--- config.mk ---
export PLATFORM = sky130hd
export DESIGN_NAME = wb_sched
export DESIGN_NICKNAME = d
export VERILOG_FILES = /design/src/rtl/wb_sched.sv
export SDC_FILE = /design/constraint.sdc
export NUM_CORES = 1
export LEC_CHECK = 0
export CORE_ASPECT_RATIO = 1.75
export CORE_MARGIN = 4
export CORE_UTILIZATION = 35
export CTS_CLUSTER_SIZE = 24
export DETAILED_ROUTE_END_ITERATION = 10
export PLACE_DENSITY = 0.81
export SLEW_MARGIN = 20
export SYNTH_ARGS = -nofsm -noshare
export SYNTH_HDL_FRONTEND = slang
export SYNTH_SLANG_ARGS = --single-unit
export TNS_END_PERCENT = 20
--- constraint.sdc ---
create_clock -name clk -period 2.88 [get_ports clk]
set_input_delay 0.288 -clock clk [delete_from_list [all_inputs] [get_ports clk]]
set_output_delay 0.288 -clock clk [all_outputs]
set_load 0.02 [all_outputs]
--- src/rtl/wb_sched.sv ---
// Writeback scheduler: arbitrates the EXU and LSU results onto the single register-file
// write port and keeps a per-register pending scoreboard that blocks RAW/WAW issue hazards.
module wb_sched #(
  parameter  int XLEN = 64,
  parameter  int NREG = 32,
  localparam int AW   = $clog2(NREG)
) (
  input  logic            clk,
  input  logic            rst_n,
  input  logic            iss_valid,
  input  logic [AW-1:0]   iss_rs1,
  input  logic [AW-1:0]   iss_rs2,
  input  logic [AW-1:0]   iss_rd,
  input  logic            iss_rd_we,
  output logic            iss_ready,
  input  logic            exu_valid,
  input  logic [AW-1:0]   exu_rd,
  input  logic [XLEN-1:0] exu_data,
  output logic            exu_ready,
  input  logic            lsu_valid,
  input  logic [AW-1:0]   lsu_rd,
  input  logic [XLEN-1:0] lsu_data,
  output logic            lsu_ready,
  output logic            rf_we,
  output logic [AW-1:0]   rf_waddr,
  output logic [XLEN-1:0] rf_wdata,
  output logic [NREG-1:0] busy_vec
);

  typedef enum logic {SRC_EXU = 1'b0, SRC_LSU = 1'b1} src_e;

  src_e            r_last_grant;
  logic [NREG-1:0] r_pending;
  logic [NREG-1:0] w_pending_nxt;
  logic            w_gnt_exu;
  logic            w_gnt_lsu;
  logic            w_acc;
  logic            w_acc_wr;
  logic            w_issue_set;
  logic [AW-1:0]   w_acc_rd;
  logic [XLEN-1:0] w_acc_data;

  assign iss_ready = !(r_pending[iss_rs1] && (iss_rs1 != '0)) &&
                     !(r_pending[iss_rs2] && (iss_rs2 != '0)) &&
                     !(iss_rd_we && r_pending[iss_rd] && (iss_rd != '0));

  assign w_issue_set = iss_valid && iss_ready && iss_rd_we && (iss_rd != '0);

  // Round-robin on contention: the source that did not win last time goes first.
  assign w_gnt_exu = exu_valid && (!lsu_valid || (r_last_grant == SRC_LSU));
  assign w_gnt_lsu = lsu_valid && !w_gnt_exu;
  assign exu_ready = w_gnt_exu;
  assign lsu_ready = w_gnt_lsu;

  assign w_acc      = w_gnt_exu || w_gnt_lsu;
  assign w_acc_rd   = w_gnt_exu ? exu_rd   : lsu_rd;
  assign w_acc_data = w_gnt_exu ? exu_data : lsu_data;
  assign w_acc_wr   = w_acc && (w_acc_rd != '0);

  // Clear is applied first so that a same-index set overrides it.
  always_comb begin
    w_pending_nxt = r_pending;
    if (rf_we) w_pending_nxt[rf_waddr] = 1'b0;
    if (w_issue_set) w_pending_nxt[iss_rd] = 1'b1;
    w_pending_nxt[0] = 1'b0;
  end

  always_ff @(posedge clk or negedge rst_n) begin
    if (!rst_n) begin
      r_pending    <= '0;
      r_last_grant <= SRC_LSU;
      rf_we        <= 1'b0;
      rf_waddr     <= '0;
      rf_wdata     <= '0;
    end else begin
      r_pending <= w_pending_nxt;
      rf_we     <= w_acc_wr;
      if (w_acc_wr) begin
        rf_waddr <= w_acc_rd;
        rf_wdata <= w_acc_data;
      end
      if (w_acc) r_last_grant <= w_gnt_exu ? SRC_EXU : SRC_LSU;
    end
  end

  assign busy_vec = r_pending;

endmodule

# Word-level counts from Yosys, hierarchy flattened

Index checks and enable logic that the tools add are counted.

Output and inout bits: 105
Bits in registers: 102
Logic and storage cells: 54

Bitwise logic cells: 3
Order comparisons: 6
Muxes and demuxes: 15
Reduce and logical (&&, ||, !) cells: 25

Operator list:

| kind                                                               | number |
|---|---|
| two-way mux 32 bit                                                 | 2 |
| two-way mux 64 bit                                                 | 1 |
| bitwise AND 32 bit                                                 | 1 |
| inverter 32 bit                                                    | 1 |
| bitwise OR 32 bit                                                  | 1 |
| less-than comparator 5 x 6 -> 1 bit (second input constant)        | 4 |
| nonzero test 5 bit                                                 | 4 |
| binary-select mux 1 bit (select 5 bit)                             | 3 |
| logical AND 1 bit                                                  | 14 |
| demux 1 bit (select 5 bit)                                         | 2 |
| greater-or-equal comparator 5 x 1 -> 1 bit (second input constant) | 2 |
| two-way mux 1 bit                                                  | 6 |
| zero test 1 bit                                                    | 5 |
| two-way mux 5 bit                                                  | 1 |
| logical OR 1 bit                                                   | 2 |

# Longest topological paths before layout

Gate-level depths: netlist of the first run.

Depth in word-level cells: 10
Gate-level depth with buffers: 9
Gate-level depth less buffers: 7

# Least setup slack after synthesis of the first run

Ideal clock, no wire load.

Kind: flip-flop to output port
Start point: reg r_pending[19] (netlist: busy_vec[19])
End point: out iss_ready
Buffers on the path: 0
Setup slack: 0.633 ns
Data required time: 2.592 ns
Arrival: 1.959 ns
Cell stages (with the launch flop): 6
Cells stage by stage: dfrtp_1 mux4_2 o22ai_1 nor4bb_1 nor4_2 and3_1

Longest elaborated chain between the ends: 6
Elaborated cells on any way between the ends: 15
Those cells by class: 6 x mux; 9 x reduce/logical

RTL lines:

| what                                                             | RTL line   | source |
|---|---|---|
| start: declaration                                               | 33         | `logic [NREG-1:0] r_pending;` |
| start signal: assignment                                         | 76         | `r_pending <= w_pending_nxt;` |
| binary-select mux 1 bit (select 5 bit), on equally long branches | 43, 44, 45 |  |
| two-way mux 1 bit, on equally long branches                      | 43, 44, 45 |  |
| logical AND 1 bit, on equally long branches                      | 43, 44, 45 |  |
| zero test 1 bit, or another cell as far along                    | 43         | `assign iss_ready = !(r_pending[iss_rs1] && (iss_rs1 != '0)) &&` |
| logical AND 1 bit or zero test 1 bit (tied branches)             | 43, 45     |  |
| logical AND 1 bit *                                              | 44         | `!(r_pending[iss_rs2] && (iss_rs2 != '0)) &&` |
| end: declaration                                                 | 15         | `output logic iss_ready,` |

Mark *: on every way between the ends. The rest lies on a longest branch, timed or not. The select of a mux whose other input is x is not followed.

# Final worst setup path of the first run

Start point: in iss_rs2[0]
End point: out iss_ready

Longest elaborated chain between the ends: 6
Elaborated cells on any way between the ends: 7
Those cells by class: 2 x mux; 5 x reduce/logical

RTL lines:

| what                                    | RTL line | source |
|---|---|---|
| start: declaration                      | 12       | `input logic [AW-1:0] iss_rs2,` |
| binary-select mux 1 bit (select 5 bit)  | 44       |  |
| two-way mux 1 bit (implied by the code) | 44       |  |
| logical AND 1 bit *                     | 44       |  |
| zero test 1 bit *                       | 44       |  |
| logical AND 1 bit *                     | 43       |  |
| logical AND 1 bit *                     | 44       |  |

Marked as above.

==> results of run 1 <==
-- sequential cells by signal (all words and copies together), names as in the netlist --
register	cells
rf_waddr	5
rf_wdata	64
r_last_grant	1
rf_we	1
busy_vec	31
-- per-stage QoR --
| step | total power [mW] | setup WS [ns] | area, um^2 |
|---|---|---|---|
| finish | 6.24 | 0.191 | 8690 |
| global route | 6.57 | 0.0765 | 8690 |
| CTS | 6.27 | 0.0352 | 8690 |
| detailed placement | 5.12 | -0.221 | 8420 |
| global placement | 5.07 | -0.205 | 8420 |
| floorplan | 3.54 | 0.633 | 5350 |
-- cell type report --
cell class	instances	area (um^2)
clock buffer	11	243
clock inverter	4	32.5
fill	1268	6220
inverter	7	26.3
multi-input combinational	454	2620
sequential	102	2550
tap	183	229
timing repair buffer	306	2990
-- cell families (layout without fill, tap and decap cells) --
family,after synthesis,count (layout)
buffers and inverters,48,328
other,1,1
and+or+nand+nor,257,257
AOI/OAI and AO/OA,159,159
muxes,37,37
DFF,102,102
-- worst max path at each step --
stage                      to  slack, ns         start  cells after the start
finish              iss_ready       0.19    iss_rs2[0]                      9
global route        iss_ready       0.08    iss_rs2[0]                      9
CTS                 iss_ready       0.04    iss_rs2[0]                      9
detailed placement  iss_ready      -0.22    iss_rs2[0]                      9
global placement    iss_ready      -0.20    iss_rs2[0]                      9
floorplan           iss_ready       0.63  busy_vec[19]                      5
-- power breakdown --
part / leakage, nW / internal, mW / total [mW] / switching (mW)
Sequential: 1.18 / 1.83 / 2.31 / 0.480
Combinational: 2.28 / 1.42 / 2.78 / 1.36
Clock: 0.128 / 0.611 / 1.15 / 0.535
-- repair_timing --
action | CTS | global route
hold buffers | 0 | 0
endpoints found under the setup margin | 1 | 1
resized for setup | 1 | 3
cloned | 0 | 0
-- routing by layer --
layer  wire [um]  part of all wire (%)  track usage (%)
met1        6440                    33             21.7
met2       10300                    53             40.3
met3        1520                   7.9             4.95
met4        1050                   5.4             11.6
met5           0                     0                0
-- worst max-delay path, delay by kind of cell --
family / cells / cell delay, ns
AOI/OAI and AO/OA: 1 / 0.10
buffers and inverters: 5 / 1.01
and+or+nand+nor: 2 / 0.49
muxes: 1 / 0.50
-- cells in the final DEF, fill, tap and decap left out, types with 2 or more instances in the layout --
cell             netlist  routed
clkdlybuf4s50_1        0     259
nand2_1              141     140
dfrtp_1              101     101
nor2_1                72      72
a31oi_1               68      68
o21ai_0               57      57
buf_4                  1      42
mux2i_1               22      22
mux4_2                12      12
o21ai_1               10      10
clkbuf_16              0       9
nand3b_1               8       8
o22ai_1                8       8
nand3_1                6       6
inv_1                  6       6
nor3b_1                5       5
or3_1                  3       3
a21oi_1                4       3
mux2_2                 3       3
nand2b_1               3       3
a2111oi_0              3       3
nand4_2                3       3
buf_12                 0       3
nor2b_1                2       2
and3_1                 2       2
or4_1                  2       2
clkinvlp_4             0       2
==> flow_summary.yaml, run 1 <==
outcome:
  outcome: "finished, violations left"
  violations: "hold timing"
drt:
  finalWirelength_um: 19400
  wl_per_cell_um: 18.1
  drtIter0Drc: 253
  ant_nets: 0
  drcViolationCount: 0
  viasPerCell: 5.32
  vias: 5676
  drt_first_pass_iters: 5
cells_and_area:
  drive_above_1_share_pct: 9.84
  fin_util_pct: 58.3
  fin_cells: 1067
  nNetsFinal: 1039
  n_antenna_cell: 0
  synthToLayoutAreaGrowth_pct: 62.4
sta:
  hold_viol_final: 13
  period_minus_slack_ns: 2.69
  relSlewSlack_pct: 54.4
  rsz0062_at_grt: "false"
  whs_ns: -0.0119
  setup-violations-final: 0
  final_max_slew_viol_count: 0
  worst_pin_slew_ns: 0.685
  skew_ns: 0.0110
  timing.fmax_ghz: 0.372
  min_period_over_period_pct: 93.4
  timing.setup.tns_ns: 0
synthesis:
  synth.net_count: 763
  synth.avg_cell_area_um2: 8.86
  post-synth-top-count-cell: "nand2_1"
  synth_common_cells: "nand2_1 (141), dfrtp_1 (101), nor2_1 (72)"
  yosysUniqueCellTypes: 48
  yosysSeqAreaShare_pct: 47.7
  ys_warn_count: 0
  synth-simple-area-share_pct: 21.3
  async_reset_ff_share_pct: 100
  synth_xor_area_share_pct: 0
  yosysTopAreaCell: "dfrtp_1"
  netlist_instances: 604
  synth_top_family_by_area: "simple AND/OR/NAND/NOR gates"
  synth-compound-area-share_pct: 17.5
  synth-adder-area-share_pct: 0
  ys_ff_latch: 102
  synth_edf_count: 0
  synth_top_area_share_pct: 47.2
  synthMuxAreaShare_pct: 9.79
  synth_area_um2: 5350
  synthFlopType: "dfrtp_1"
  netlist_top_cells_area: "dfrtp_1 (47%), nand2_1 (9.9%), a31oi_1 (7.9%), o21ai_0 (5.3%), nor2_1 (5.0%)"
worst_setup_path:
  crit_arrival_ns: 2.40
  path_max_fanout: 5
  endpoint_kind: "primary output"
  critPathRequiredTime_ns: 2.59
  crit_path_top_delay_cell: "mux4_2"
  r2r_start: "busy_vec[19]"
  crit_chain: "clkdlybuf4s50_1, buf_4, mux4_2, inv_1, a2111oi_0, buf_4, nor4_2, and3_1, clkbuf_2"
  slowest_delay_ns: 0.50
  start_kind: "primary input"
  worst_r2r_path_depth: 6
  r2r_end: "busy_vec[31]"
  crit_type: "in2out"
  rrSetupSlack_ns: 0.31
  cpMostUsedCell: "buf_4"
clocking:
  cts_tree: "built"
  cts.reportedPaths.clkPinSlew_ns: 0.07
  cts_num_sinks: 102
  clk_latency_ns: 0.33
  htreeDepth: 3
  cts_buffers: 9
  post_cts_buffers: 0
  clk_path_buf_depth: 2
  ctsRootBufferMaster: "clkbuf_16"
placed_design:
  place.gp.congestion: 1.00
  hpwl_um: 15100
  numPortBuffers: 262
  place_inst: 1052
floorplan:
  ios: 264
  dieWidth_um: 101
  die_y_um: 172
  coreArea_um2: 14900
  initial_core_util_pct: 35.9
  placementRows: 59
  die_area_um2: 17400
run:
  drv_cap: 0
worst_hold_path:
  worstHoldPathType: "in2async"
global_routing:
  grt_max_degree: 104
  grt_overflow: 0
  grt_pass1_wl_um: 29400
  antenna_found_initial: 0
  grt_use_total_pct: 21.6
  grt_pass1_vias: 5718
pwr:
  power_density_nw_per_um2: 718
  ir_worst_vdd_uv: 299
  p_leak_nw: 3.59
Note: power is estimated with default switching activity, not from simulation.
==> run 2: changes to the inputs <==
Settings changed: CTS_CLUSTER_SIZE 24 to 30.
==> results of run 2 <==
The final DEF is identical to that of run 1; final timing and power are the same.
==> run 3: changes to the inputs <==
Settings changed: CTS_CLUSTER_DIAMETER set to 30.
==> results of run 3 <==
The final DEF is identical to that of run 1; final timing and power are the same.
